$ cat config.mk
export PLATFORM = sky130hd
export DESIGN_NAME = skip_counter
export DESIGN_NICKNAME = d
export VERILOG_FILES = /design/src/rtl/skip_counter_pkg.sv /design/src/rtl/skip_counter_next.sv /design/src/rtl/skip_counter.sv
export SDC_FILE = /design/constraint.sdc
export NUM_CORES = 1
export LEC_CHECK = 0
export BUFFER_PORTS_ARGS = -buffer_cell sky130_fd_sc_hd__buf_2
export CAP_MARGIN = 20
export CELL_PAD_IN_SITES_DETAIL_PLACEMENT = 0
export CELL_PAD_IN_SITES_GLOBAL_PLACEMENT = 1
export CORE_UTILIZATION = 32
export CTS_BUF_LIST = sky130_fd_sc_hd__clkbuf_8
export CTS_CLUSTER_SIZE = 14
export DETAILED_ROUTE_END_ITERATION = 8
export GPL_ROUTABILITY_DRIVEN = 0
export PLACE_DENSITY_LB_ADDON = 0.1
export REMOVE_ABC_BUFFERS = 1
export SLEW_MARGIN = 20
export SYNTH_ARGS = -nofsm -noshare
export SYNTH_HDL_FRONTEND = slang
export SYNTH_HIERARCHICAL = 1
export SYNTH_SLANG_ARGS = --single-unit
$ cat constraint.sdc
create_clock -name CLK -period 2.1 [get_ports CLK]
set_input_delay 0.42 -clock CLK [delete_from_list [all_inputs] [get_ports CLK]]
set_output_delay 0.42 -clock CLK [all_outputs]
set_load 0.02 [all_outputs]
$ cat src/rtl/skip_counter_pkg.sv
// Shared constants and types for the skip_counter family of jump-sequence counters.
package skip_counter_pkg;

    localparam int DEF_WIDTH   = 4;
    localparam int DEF_LOW     = 5;
    localparam int DEF_HIGH    = 14;
    localparam int DEF_RST_VAL = 0;
    localparam int DEF_WRAP_W  = 4;

    typedef enum logic {
        DIR_DOWN = 1'b0,
        DIR_UP   = 1'b1
    } dir_e;

endpackage

$ cat src/rtl/skip_counter_next.sv
// Combinational next-state of a LOW..HIGH jump counter: steps modulo 2^WIDTH,
// jumping across the range only when sitting exactly on the bound in the count direction.
module skip_counter_next
    import skip_counter_pkg::*;
#(
    parameter int WIDTH = DEF_WIDTH,
    parameter int LOW   = DEF_LOW,
    parameter int HIGH  = DEF_HIGH
) (
    input  logic [WIDTH-1:0] val,
    input  logic             up,
    output logic [WIDTH-1:0] nxt,
    output logic             wrap_hit
);

    localparam logic [WIDTH-1:0] LOW_V  = WIDTH'(LOW);
    localparam logic [WIDTH-1:0] HIGH_V = WIDTH'(HIGH);
    localparam logic [WIDTH-1:0] ONE    = {{(WIDTH-1){1'b0}}, 1'b1};

    dir_e dir;
    assign dir = dir_e'(up);

    // Out-of-range values just keep stepping (with plain modulo rollover) until they hit a bound.
    always_comb begin
        nxt      = val;
        wrap_hit = 1'b0;
        unique case (dir)
            DIR_UP: begin
                if (val == HIGH_V) begin
                    nxt      = LOW_V;
                    wrap_hit = 1'b1;
                end else begin
                    nxt = val + ONE;
                end
            end
            DIR_DOWN: begin
                if (val == LOW_V) begin
                    nxt      = HIGH_V;
                    wrap_hit = 1'b1;
                end else begin
                    nxt = val - ONE;
                end
            end
            default: nxt = val;
        endcase
    end

endmodule

$ cat src/rtl/skip_counter.sv
// Cyclic up/down counter over LOW..HIGH with synchronous load, one-cycle wrap flag
// and a saturating wrap tally; next-state and D-select are exported for logging.
module skip_counter
    import skip_counter_pkg::*;
#(
    parameter int WIDTH   = DEF_WIDTH,
    parameter int LOW     = DEF_LOW,
    parameter int HIGH    = DEF_HIGH,
    parameter int RST_VAL = DEF_RST_VAL,
    parameter int WRAP_W  = DEF_WRAP_W
) (
    input  logic              CLK,
    input  logic              RST,
    input  logic              CE,
    input  logic              LOAD,
    input  logic              UP,
    input  logic [WIDTH-1:0]  IN,
    output logic [WIDTH-1:0]  VAL,
    output logic [WIDTH-1:0]  LOG_LOGIC,
    output logic [WIDTH-1:0]  LOG_SWITCHING,
    output logic              TC,
    output logic [WRAP_W-1:0] WRAPS
);

    if (WIDTH < 2 || !(LOW < HIGH) || LOW < 0 || HIGH > (2**WIDTH - 1)) begin : g_bad_params
        $error("skip_counter: need WIDTH>=2 and 0 <= LOW < HIGH <= 2^WIDTH-1");
    end

    localparam logic [WIDTH-1:0]  RST_V    = WIDTH'(RST_VAL);
    localparam logic [WRAP_W-1:0] WRAP_MAX = '1;
    localparam logic [WRAP_W-1:0] WRAP_ONE = {{(WRAP_W-1){1'b0}}, 1'b1};

    logic [WIDTH-1:0]  val_q, val_d;
    logic              tc_q, tc_d;
    logic [WRAP_W-1:0] wraps_q, wraps_d;
    logic [WIDTH-1:0]  nxt;
    logic              wrap_hit;
    logic              wrap_evt;

    skip_counter_next #(
        .WIDTH (WIDTH),
        .LOW   (LOW),
        .HIGH  (HIGH)
    ) u_next (
        .val      (val_q),
        .up       (UP),
        .nxt      (nxt),
        .wrap_hit (wrap_hit)
    );

    // Only a bound jump on an enabled, non-load cycle counts; modulo rollover does not.
    assign wrap_evt = CE && !LOAD && wrap_hit;

    always_comb begin
        val_d   = val_q;
        tc_d    = 1'b0;
        wraps_d = wraps_q;
        if (LOAD) begin
            val_d   = IN;
            wraps_d = '0;
        end else if (CE) begin
            val_d = nxt;
            tc_d  = wrap_evt;
            if (wrap_evt && wraps_q != WRAP_MAX) begin
                wraps_d = wraps_q + WRAP_ONE;
            end
        end
    end

    always_ff @(posedge CLK or negedge RST) begin
        if (!RST) begin
            val_q   <= RST_V;
            tc_q    <= 1'b0;
            wraps_q <= '0;
        end else begin
            val_q   <= val_d;
            tc_q    <= tc_d;
            wraps_q <= wraps_d;
        end
    end

    assign VAL           = val_q;
    assign TC            = tc_q;
    assign WRAPS         = wraps_q;
    assign LOG_LOGIC     = nxt;
    assign LOG_SWITCHING = val_d;

endmodule

==> results.json, run 1 <==
{
  "outcome": "complete, but fails checks",
  "failed_checks": "negative setup slack",
  "start_util": 0.349,
  "drv_cap": 0,
  "synth_cells": 80,
  "die_w_um": 48.7,
  "grt_util_all_layers": 0.162,
  "cts_max_path_buffers": 2,
  "number_of_sinks_driven_by_the_clock_tree": 9,
  "route.vias.total": 791,
  "antenna_found_initial": 0,
  "post_synth_instance_area_um2": 698,
  "final_common_cell": "sky130_fd_sc_hd__buf_4",
  "cp_data_arrival_time_ns": 1.94,
  "drt-initial-drc-count": 13,
  "hold_path_class": "input port to async pin",
  "slew_viol_final": 0,
  "power.density_cell_area_nw_per_um2": 662,
  "rrSetupSlack_ns": 0.08,
  "p_sw_uw": 274,
  "setup_total_negative_slack_ns": -0.823,
  "core-area_um2": 2000,
  "areaGrowthSynthToFinish_pct": 70.1,
  "power_uw": 786,
  "timing.final.crit_period_ns": 2.36,
  "synth_cell_types": 31,
  "slew_headroom": 0.757,
  "die-area_um2": 2370,
  "worst_setup_path_start_kind": "flop",
  "timing.final.ws_setup_ns": -0.261,
  "drcViolationCount": 0,
  "share_comb_of_total_power": 0.489,
  "cp_slowest_stage_delay_ns": 0.45,
  "floorplan.io_pins": 26,
  "viasPerCell": 5.07,
  "worstSetupPathType": "flop to primary output",
  "avgSynthCellArea_um2": 8.73,
  "drt-wirelength-per-cell_um": 12.2,
  "n_antenna_cell": 0,
  "power.static_leakage_uw": 0.000573,
  "stdcell_count": 156,
  "cts_tree": "done",
  "synth-main-ff-cell": "sky130_fd_sc_hd__dfrtp_1",
  "crit_path_top_delay_cell": "sky130_fd_sc_hd__dfrtp_2",
  "worst_skew_pair.late_latency_ns": 0.23,
  "synth-compound-area-share": 0.210,
  "rows": 16,
  "yosysWarnings": 6,
  "reg2regPathDepth": 10,
  "clkPwrFrac": 0.243,
  "final_layout_fill_cell_count": 181,
  "timing_worst_slew_pin_value_ns": 0.364,
  "cts_hold_buf": 0,
  "placedCellCount": 142,
  "cts_max_level": 1,
  "critPathRequiredTime_ns": 1.68,
  "mostFrequentLayoutCells": "sky130_fd_sc_hd__buf_4 (24), sky130_fd_sc_hd__buf_2 (17), sky130_fd_sc_hd__buf_6 (9)",
  "fin_worst_hold_slack_ns": 0.0371,
  "skew_ns": 0.00203,
  "first_global_vias": 664,
  "fin_nets": 144,
  "antenna_violation_net_count_after_detailed_routing": 0,
  "crit_path_end_kind": "primary output",
  "largest_family_of_logic_cells_by_synthesized_area": "compound AO/OA/AOI/OAI gates",
  "post-route-period-util": 1.12,
  "maximum_number_of_pins_on_one_net_before_global_route_repair": 16,
  "postSynthRegisterBits": 9,
  "hpwlAfterDp_mm": 1.32,
  "clk_pin_slew_ns": 0.04,
  "area.sequential_um2": 226,
  "critPathMaxFanout": 3,
  "postRouteWirelength_mm": 1.90,
  "internal_power_uw": 513,
  "swShare": 0.348,
  "cts-buffers-inserted": 3,
  "place_worst_setup_slack_ns": -0.126,
  "cts-root-buf": "sky130_fd_sc_hd__clkbuf_8",
  "seq_power_share": 0.268,
  "globalRoute.totalOverflow": 0,
  "drt_first_pass_iters": 5,
  "grt_setup_unrepaired": "true",
  "post_synth_edffs": 0,
  "die_height_um": 48.7,
  "layout-drive-gt1-share": 0.543,
  "worst_r2r_endpoint": "WRAPS[0]$_DFFE_PN0P_",
  "yosys.area_share.adder": 0.0896,
  "synth_xor_area_frac": 0,
  "place.port_buffers": 25,
  "crit_path_cell_trace": "inv_4 -> ha_4 -> buf_6 -> o31ai_2 -> a222oi_1 -> mux2i_1 -> o21ai_1 -> buf_4",
  "post_synthesis_mux_area_share": 0.102,
  "report.final.hold_viol_count": 0,
  "synth_simple_gate_area_frac": 0.192,
  "critical_path.reg2reg.startpoint": "VAL[1]$_DFF_PN0_",
  "maxClockFrequency_ghz": 0.424,
  "setup_violations": 7,
  "synth_seq_area_share": 0.323,
  "multi_input_gate_area_in_the_final_layout_um2": 490,
  "ir_worst_vdd_mv": 0.583,
  "global_route_wire_length_before_repair_mm": 2.95,
  "async_s_r_ff_share_synth": 1.00
}
==> cell families (layout without fill, tap and decap cells) <==
| group | count (synthesis) | count (layout) |
|---|---|---|
| AND/OR/NAND/NOR | 26 | 26 |
| multiplexers | 7 | 7 |
| AO/OA/AOI/OAI | 22 | 22 |
| flip-flops | 9 | 9 |
| adder cells (fa/ha/maj) | 5 | 5 |
| buffers and inverters | 11 | 60 |
==> cell type report <==
class | instances | share of cell area
inverters | 6 | 0.0211
flip-flops and latches | 9 | 0.191
repair buffers | 50 | 0.309
multi-input cells | 60 | 0.413
clock buffers | 3 | 0.0348
well taps | 27 | 0.0285
clock inverters | 1 | 0.00316
==> cell usage after synthesis, drive strengths merged (2+ instances only) <==
master  count  area, um^2
nand2       8        37.5
dfrtp       9         225
inv         6        22.5
a31oi       3        25.0
nand3       5        25.0
nand2b      2        12.5
mux2i       6        60.1
nor2        5        18.8
ha          5        62.6
a21boi      2        15.0
o21ai       8        40.0
a21oi       3        15.0
o211ai      2        15.0
buf         4        32.5
==> power by group through the flow <==
stage / clock network, uW / registers, uW / logic, uW
2_1_floorplan: 0 / 224 / 119
3_3_place_gp: 0 / 209 / 265
3_5_place_dp: 0 / 208 / 264
4_1_cts: 196 / 206 / 328
5_1_grt: 210 / 212 / 412
6_report: 191 / 211 / 385
==> worst max-delay path: cells and delay by family, from the launching register on <==
kind                       cells  cell delay, ns
AOI/OAI and AO/OA              3            0.63
adders and majority gates      1            0.15
buffers and inverters          3            0.36
DFF                            1            0.45
muxes                          1            0.14
==> state kept, by name (all words and copies together), names as in the netlist <==
register / flops
VAL: 4
WRAPS: 4
TC: 1
==> metrics by stage <==
step / utilization / area (um^2)
after floorplan: - / 662
after global placement: 0.466 / 933
after detailed placement: 0.466 / 933
after CTS: 0.543 / 1090
after global routing: 0.593 / 1190
final: 0.593 / 1190
==> worst max path at each step <==
stage	slack, ns	endpoint	depth (start not counted)	from
final	-0.26	LOG_SWITCHING[3]	8	VAL[1]$_DFF_PN0_
after global routing	-0.35	LOG_SWITCHING[3]	8	VAL[0]$_DFF_PN0_
after detailed placement	-0.13	LOG_SWITCHING[3]	8	VAL[0]$_DFF_PN0_
after floorplan	-0.84	LOG_SWITCHING[3]	7	VAL[0]$_DFF_PN0_
after CTS	-0.23	LOG_SWITCHING[3]	8	VAL[1]$_DFF_PN0_
after global placement	-0.07	LOG_SWITCHING[1]	10	VAL[1]$_DFF_PN0_
==> what timing repair did <==
item | 4_1_cts | 5_1_grt
endpoints found under the setup margin | 7 | 8
setup buffers | 7 | 4
pin swaps | 4 | 10
resized for setup | 25 | 17
==> layer usage <==
metal / share of wire / vias up / global-route usage / wire [um]
met5: 0 / - / 0 / 0
met3: 0.064 / 0 / 0.0692 / 121
met4: 0 / 0 / 0.0196 / 0
li1: - / 387 / - / -
met1: 0.45 / 376 / 0.204 / 856
met2: 0.48 / 28 / 0.264 / 921
(Power assumes the default switching activity.)
==> run 2, diff against run 1 <==
Settings changed: BUFFER_PORTS_ARGS -buffer_cell sky130_fd_sc_hd__buf_2 to -buffer_cell sky130_fd_sc_hd__buf_4.
==> results.json, run 2 (synthesis gave the netlist of run 1 again) <==
{
  "viasPerCell": 5.05,
  "grt-busiest-layer": "met2",
  "cts-buffers-inserted": 3,
  "die-area_um2": 2370,
  "cp_slowest_stage_delay_ns": 0.45,
  "fin_nets": 142,
  "drt-initial-drc-count": 6,
  "place_worst_setup_slack_ns": -0.0848,
  "stdcell_count": 154,
  "critPathRequiredTime_ns": 1.68,
  "worstSetupPathType": "flop to primary output",
  "cts_max_level": 1,
  "antenna_violation_net_count_after_detailed_routing": 0,
  "critPathMaxFanout": 4,
  "worst_setup_path_start_kind": "flop",
  "layout-drive-gt1-share": 0.583,
  "cts_hold_buf": 0,
  "drt_first_pass_iters": 4,
  "failed_checks": "negative hold slack, negative setup slack",
  "drv_cap": 0,
  "cts_tree": "done",
  "timing.final.ws_setup_ns": -0.229,
  "die_w_um": 48.7,
  "timing_worst_slew_pin_value_ns": 0.354,
  "drcViolationCount": 0,
  "floorplan.io_pins": 26,
  "clk_pin_slew_ns": 0.05,
  "power.static_leakage_uw": 0.000570,
  "antenna_found_initial": 0,
  "cts_max_path_buffers": 2,
  "timing.final.crit_period_ns": 2.33,
  "mostFrequentLayoutCells": "sky130_fd_sc_hd__buf_4 (42), sky130_fd_sc_hd__nand2_1 (7)",
  "p_sw_uw": 289,
  "gr-usage-met3": 0.0629,
  "power_uw": 814,
  "place.port_buffers": 25,
  "post-route-period-util": 1.11,
  "grt_setup_unrepaired": "true",
  "share_comb_of_total_power": 0.485,
  "areaGrowthSynthToFinish_pct": 76.7,
  "grt_util_all_layers": 0.175,
  "route.vias.total": 777,
  "cp_data_arrival_time_ns": 1.91,
  "clkPwrFrac": 0.251,
  "crit_path_cell_trace": "inv_4 -> ha_4 -> inv_4 -> a21oi_2 -> o21ai_1 -> a222oi_1 -> mux2i_1 -> o21ai_1 -> buf_4",
  "core-area_um2": 2000,
  "cp_num_buf_inv": 3,
  "crit_path_top_delay_cell": "sky130_fd_sc_hd__dfrtp_2",
  "swShare": 0.356,
  "number_of_sinks_driven_by_the_clock_tree": 9,
  "cpLargestDelayFamily": "compound AO/OA/AOI/OAI gates",
  "maxClockFrequency_ghz": 0.429,
  "hold_path_class": "input port to async pin",
  "die_height_um": 48.7,
  "final_common_cell": "sky130_fd_sc_hd__buf_4",
  "grt_util_met2": 0.280,
  "placedCellCount": 143,
  "final_core_util": 0.616,
  "ir_worst_vdd_mv": 0.417,
  "n_antenna_cell": 0,
  "fin_worst_hold_slack_ns": -0.00429,
  "power.density_cell_area_nw_per_um2": 660,
  "rows": 16,
  "slew_headroom": 0.764,
  "first_global_vias": 679,
  "seq_power_share": 0.264,
  "global_route_wire_length_before_repair_mm": 3.10,
  "design_area_um2": 1230,
  "worst_skew_pair.late_latency_ns": 0.24,
  "post_detailed_placement_cell_area_um2": 1000,
  "final_layout_fill_cell_count": 198,
  "cts-root-buf": "sky130_fd_sc_hd__clkbuf_8",
  "start_util": 0.349,
  "setup_violations": 7,
  "maximum_number_of_pins_on_one_net_before_global_route_repair": 16,
  "outcome": "complete, but fails checks",
  "globalRoute.totalOverflow": 0,
  "slew_viol_final": 0,
  "global_route.usage.met1": 0.205,
  "internal_power_uw": 524,
  "hpwlAfterDp_mm": 1.37,
  "report.final.hold_viol_count": 9,
  "postRouteWirelength_mm": 2.05,
  "skew_ns": 0.00119,
  "drt-wirelength-per-cell_um": 13.3,
  "crit_path_end_kind": "primary output"
}
run 2: worst paths after layout:
check / start / end / slack [ns] / cells after the start
worst max-delay path: VAL[1]$_DFF_PN0_ / LOG_SWITCHING[3] / -0.23 / 9
worst min-delay path: RST / VAL[2]$_DFF_PN0_ / -0.004 / 1
worst max register to register: VAL[1]$_DFF_PN0_ / WRAPS[0]$_DFFE_PN0P_ / 0.09 / 11
worst min register to register: WRAPS[1]$_DFFE_PN0P_ / WRAPS[1]$_DFFE_PN0P_ / 0.59 / 2
max in group asynchronous: RST / VAL[3]$_DFF_PN0_ / 1.95 / 1
min in group CLK: IN[0] / VAL[0]$_DFF_PN0_ / 0.44 / 3
run 2: cell type report:
type,count,area (um^2),area share
Timing Repair Buffer,48,383,0.310
Multi-Input combinational cell,60,515,0.418
Sequential cell,9,229,0.186
Clock buffer,3,41.3,0.0335
Inverter,6,27.5,0.0223
Clock inverter,1,3.75,0.00304
Tap cell,27,33.8,0.0274
run 2: per-stage QoR:
| stage | hold WS, ns | TNS (ns) |
|---|---|---|
| after CTS | 0.00482 | -0.888 |
| after floorplan | 0.124 | -4.00 |
| after global routing | 0.00152 | -1.50 |
| after global placement | 0.252 | -0.152 |
| after detailed placement | 0.256 | -0.123 |
| final | -0.00429 | -0.775 |
run 2: power groups by stage:
stage                     Sequential [uW]  Clock, uW  Combinational [uW]
after floorplan                       224          0                 119
after global placement                209          0                 302
after detailed placement              209          0                 303
after CTS                             212        207                 354
after global routing                  218        216                 427
final                                 215        204                 395
run 2: routing by layer:
metal  up-vias  share of wire  wire [um]
met2        21           0.51       1040
met5         -              0          0
met4         0          0.018         36
li1        381              -          -
met3         4          0.055        112
met1       371           0.42        859
run 2: timing repair:
action | 4_1_cts | 5_1_grt
pin swaps | 7 | 12
buffers inserted | 5 | 7
gates resized for setup | 25 | 16
endpoints found under the hold margin | 0 | 0
setup endpoints to repair | 8 | 8
==> run 3, diff against run 2 <==
Settings changed: ABC_AREA from default to 1, CORE_UTILIZATION 32 to 30.
==> results.json, run 3 <==
{
  "worst_setup_path_start_kind": "flop",
  "share_comb_of_total_power": 0.400,
  "seq_power_share": 0.313,
  "crit_path_cell_trace": "buf_4 -> ha_4 -> nand3_2 -> nand2_2 -> o21ai_1 -> nand2_1 -> nand3_1 -> buf_4",
  "most_frequent_cell_after_synthesis": "sky130_fd_sc_hd__nand2_1",
  "setup_violations": 0,
  "post_synth_edffs": 0,
  "p_sw_uw": 239,
  "report.final.hold_viol_count": 0,
  "routed-wl-met2_um": 838,
  "area.sequential_um2": 229,
  "avgSynthCellArea_um2": 6.95,
  "path_depth": 8,
  "grt_util_all_layers": 0.159,
  "synth-main-ff-cell": "sky130_fd_sc_hd__dfrtp_1",
  "synth_cells": 98,
  "yosysWarnings": 6,
  "drv_cap": 0,
  "maxClockFrequency_ghz": 0.487,
  "place.port_buffers": 25,
  "synth_seq_area_share": 0.331,
  "clk_pin_slew_ns": 0.05,
  "cts_tree": "done",
  "async_s_r_ff_share_synth": 1.00,
  "cp_num_buf_inv": 2,
  "crit_path_end_kind": "primary output",
  "drt-initial-drc-count": 13,
  "met3WireLength_um": 108,
  "post-route-period-util": 0.979,
  "clkPwrFrac": 0.286,
  "worst_skew_pair.late_latency_ns": 0.23,
  "critPathMaxFanout": 5,
  "number_of_sinks_driven_by_the_clock_tree": 9,
  "drt-met1-wl_um": 921,
  "core-area_um2": 2040,
  "cts_max_level": 1,
  "skew_ns": 0.00348,
  "drt_first_pass_iters": 4,
  "layout-drive-gt1-share": 0.463,
  "antenna_found_initial": 0,
  "timing_worst_slew_pin_value_ns": 0.319,
  "final_layout_fill_cell_count": 222,
  "rows": 16,
  "areaGrowthSynthToFinish_pct": 57.2,
  "cpLargestDelayFamily": "flip-flops",
  "drcViolationCount": 0,
  "post_detailed_placement_cell_area_um2": 898,
  "postRouteWirelength_mm": 1.87,
  "critPathRequiredTime_ns": 1.68,
  "grt_setup_unrepaired": "true",
  "hold_path_class": "input port to async pin",
  "first_global_vias": 649,
  "crit_path_top_delay_cell": "sky130_fd_sc_hd__dfrtp_2",
  "drt-wirelength-per-cell_um": 11.5,
  "internal_power_uw": 440,
  "fin_nets": 151,
  "start_util": 0.333,
  "global_route_wire_length_before_repair_mm": 3.01,
  "ys_top_cells_by_area": "sky130_fd_sc_hd__dfrtp_1 (33%), sky130_fd_sc_hd__nand2_1 (17%), sky130_fd_sc_hd__ha_1 (9.2%), sky130_fd_sc_hd__nand3_1 (6.6%), sky130_fd_sc_hd__nor2_1 (6.6%)",
  "slew_headroom": 0.786,
  "post_synth_instance_area_um2": 681,
  "mostFrequentLayoutCells": "sky130_fd_sc_hd__buf_4 (32), sky130_fd_sc_hd__nand2_1 (30), sky130_fd_sc_hd__nor2_1 (12)",
  "reg2regPathDepth": 10,
  "multi_input_gate_area_in_the_final_layout_um2": 440,
  "power.density_cell_area_nw_per_um2": 635,
  "die_height_um": 49.6,
  "timing.final.ws_setup_ns": 0.0451,
  "n_antenna_cell": 0,
  "synth_cell_types": 17,
  "maximum_number_of_pins_on_one_net_before_global_route_repair": 13,
  "cts_max_path_buffers": 2,
  "cts-root-buf": "sky130_fd_sc_hd__clkbuf_8",
  "route.vias.total": 754,
  "cts_hold_buf": 0,
  "cts-buffers-inserted": 3,
  "place_worst_setup_slack_ns": 0.153,
  "cp_slowest_stage_delay_ns": 0.43,
  "hpwlAfterDp_mm": 1.29,
  "globalRoute.totalOverflow": 0,
  "setup_total_negative_slack_ns": 0,
  "fin_worst_hold_slack_ns": 0.0120,
  "viasPerCell": 4.63,
  "floorplan.io_pins": 26,
  "die-area_um2": 2460,
  "worstSetupPathType": "flop to primary output",
  "final_common_cell": "sky130_fd_sc_hd__buf_4",
  "power.static_leakage_uw": 0.000546,
  "postSynthRegisterBits": 9,
  "synth_top_cell_by_area": "sky130_fd_sc_hd__dfrtp_1",
  "cp_common_cell": "sky130_fd_sc_hd__buf_4",
  "antenna_violation_net_count_after_detailed_routing": 0,
  "outcome": "finished clean",
  "ir_worst_vdd_mv": 0.563,
  "timing.final.crit_period_ns": 2.05,
  "die_w_um": 49.6,
  "synth.cells.most_frequent": "sky130_fd_sc_hd__nand2_1 (30), sky130_fd_sc_hd__nor2_1 (12), sky130_fd_sc_hd__dfrtp_1 (9), sky130_fd_sc_hd__nand3_1 (9)",
  "dr.max_layer_used": "met3",
  "post-synth-top-area-fraction": 0.331,
  "swShare": 0.352,
  "design_area_um2": 1070,
  "slew_viol_final": 0,
  "cp_data_arrival_time_ns": 1.63,
  "final_core_util": 0.524
}
## run 3: final timing paths
check                                       end  slack, ns                 start
setup / recovery               LOG_SWITCHING[1]       0.05      VAL[1]$_DFF_PN0_
setup reg to reg           WRAPS[3]$_DFFE_PN0P_       0.52      VAL[1]$_DFF_PN0_
max in group asynchronous      VAL[0]$_DFF_PN0_       1.93                   RST
hold reg to reg            WRAPS[3]$_DFFE_PN0P_       0.60  WRAPS[3]$_DFFE_PN0P_
hold / removal                 VAL[1]$_DFF_PN0_       0.01                   RST
min in group CLK           WRAPS[1]$_DFFE_PN0P_       0.41                  LOAD
## run 3: area by class of cell
| class | count | share of cell area |
|---|---|---|
| multi-input combinational | 76 | 0.412 |
| inverter | 12 | 0.0444 |
| tap | 27 | 0.0316 |
| clock buffer | 3 | 0.0386 |
| timing repair buffer | 35 | 0.256 |
| sequential | 9 | 0.214 |
| clock inverter | 1 | 0.00351 |
## run 3: power groups by stage
stage               clock network, uW  registers [uW]  logic, uW
floorplan                           0             221        112
global placement                    0             213        219
detailed placement                  0             212        216
CTS                               203             210        222
global route                      212             215        295
finish                            195             213        272
## run 3: cell families after synthesis
| kind of cell | Yosys count | synth area share |
|---|---|---|
| buffers and inverters | 13 | 0.0827 |
| xor gates and xnor gates | 1 | 0.0129 |
| adders and majority gates | 5 | 0.0919 |
| DFF | 9 | 0.331 |
| and+or+nand+nor | 62 | 0.415 |
| AOI/OAI and AO/OA | 8 | 0.0662 |
## run 3: per-stage QoR
step	std cells	power, uW
after floorplan	97	333
after global placement	150	431
after detailed placement	150	429
after CTS	155	636
after global routing	163	721
final	163	679
## run 3: per-layer routing
metal,GRT usage,vias to the layer above
li1,-,394
met1,0.227,336
met2,0.236,24
met3,0.0586,0
met4,0.0143,0
met5,0,-
## run 3: repair_timing
| action | in CTS | in global routing |
|---|---|---|
| cloned | 0 | 0 |
| setup buffers | 1 | 8 |
| endpoints found under the setup margin | 3 | 4 |
| hold endpoints to repair | 0 | 0 |
| gates resized for setup | 3 | 14 |
| pin swaps | 1 | 4 |
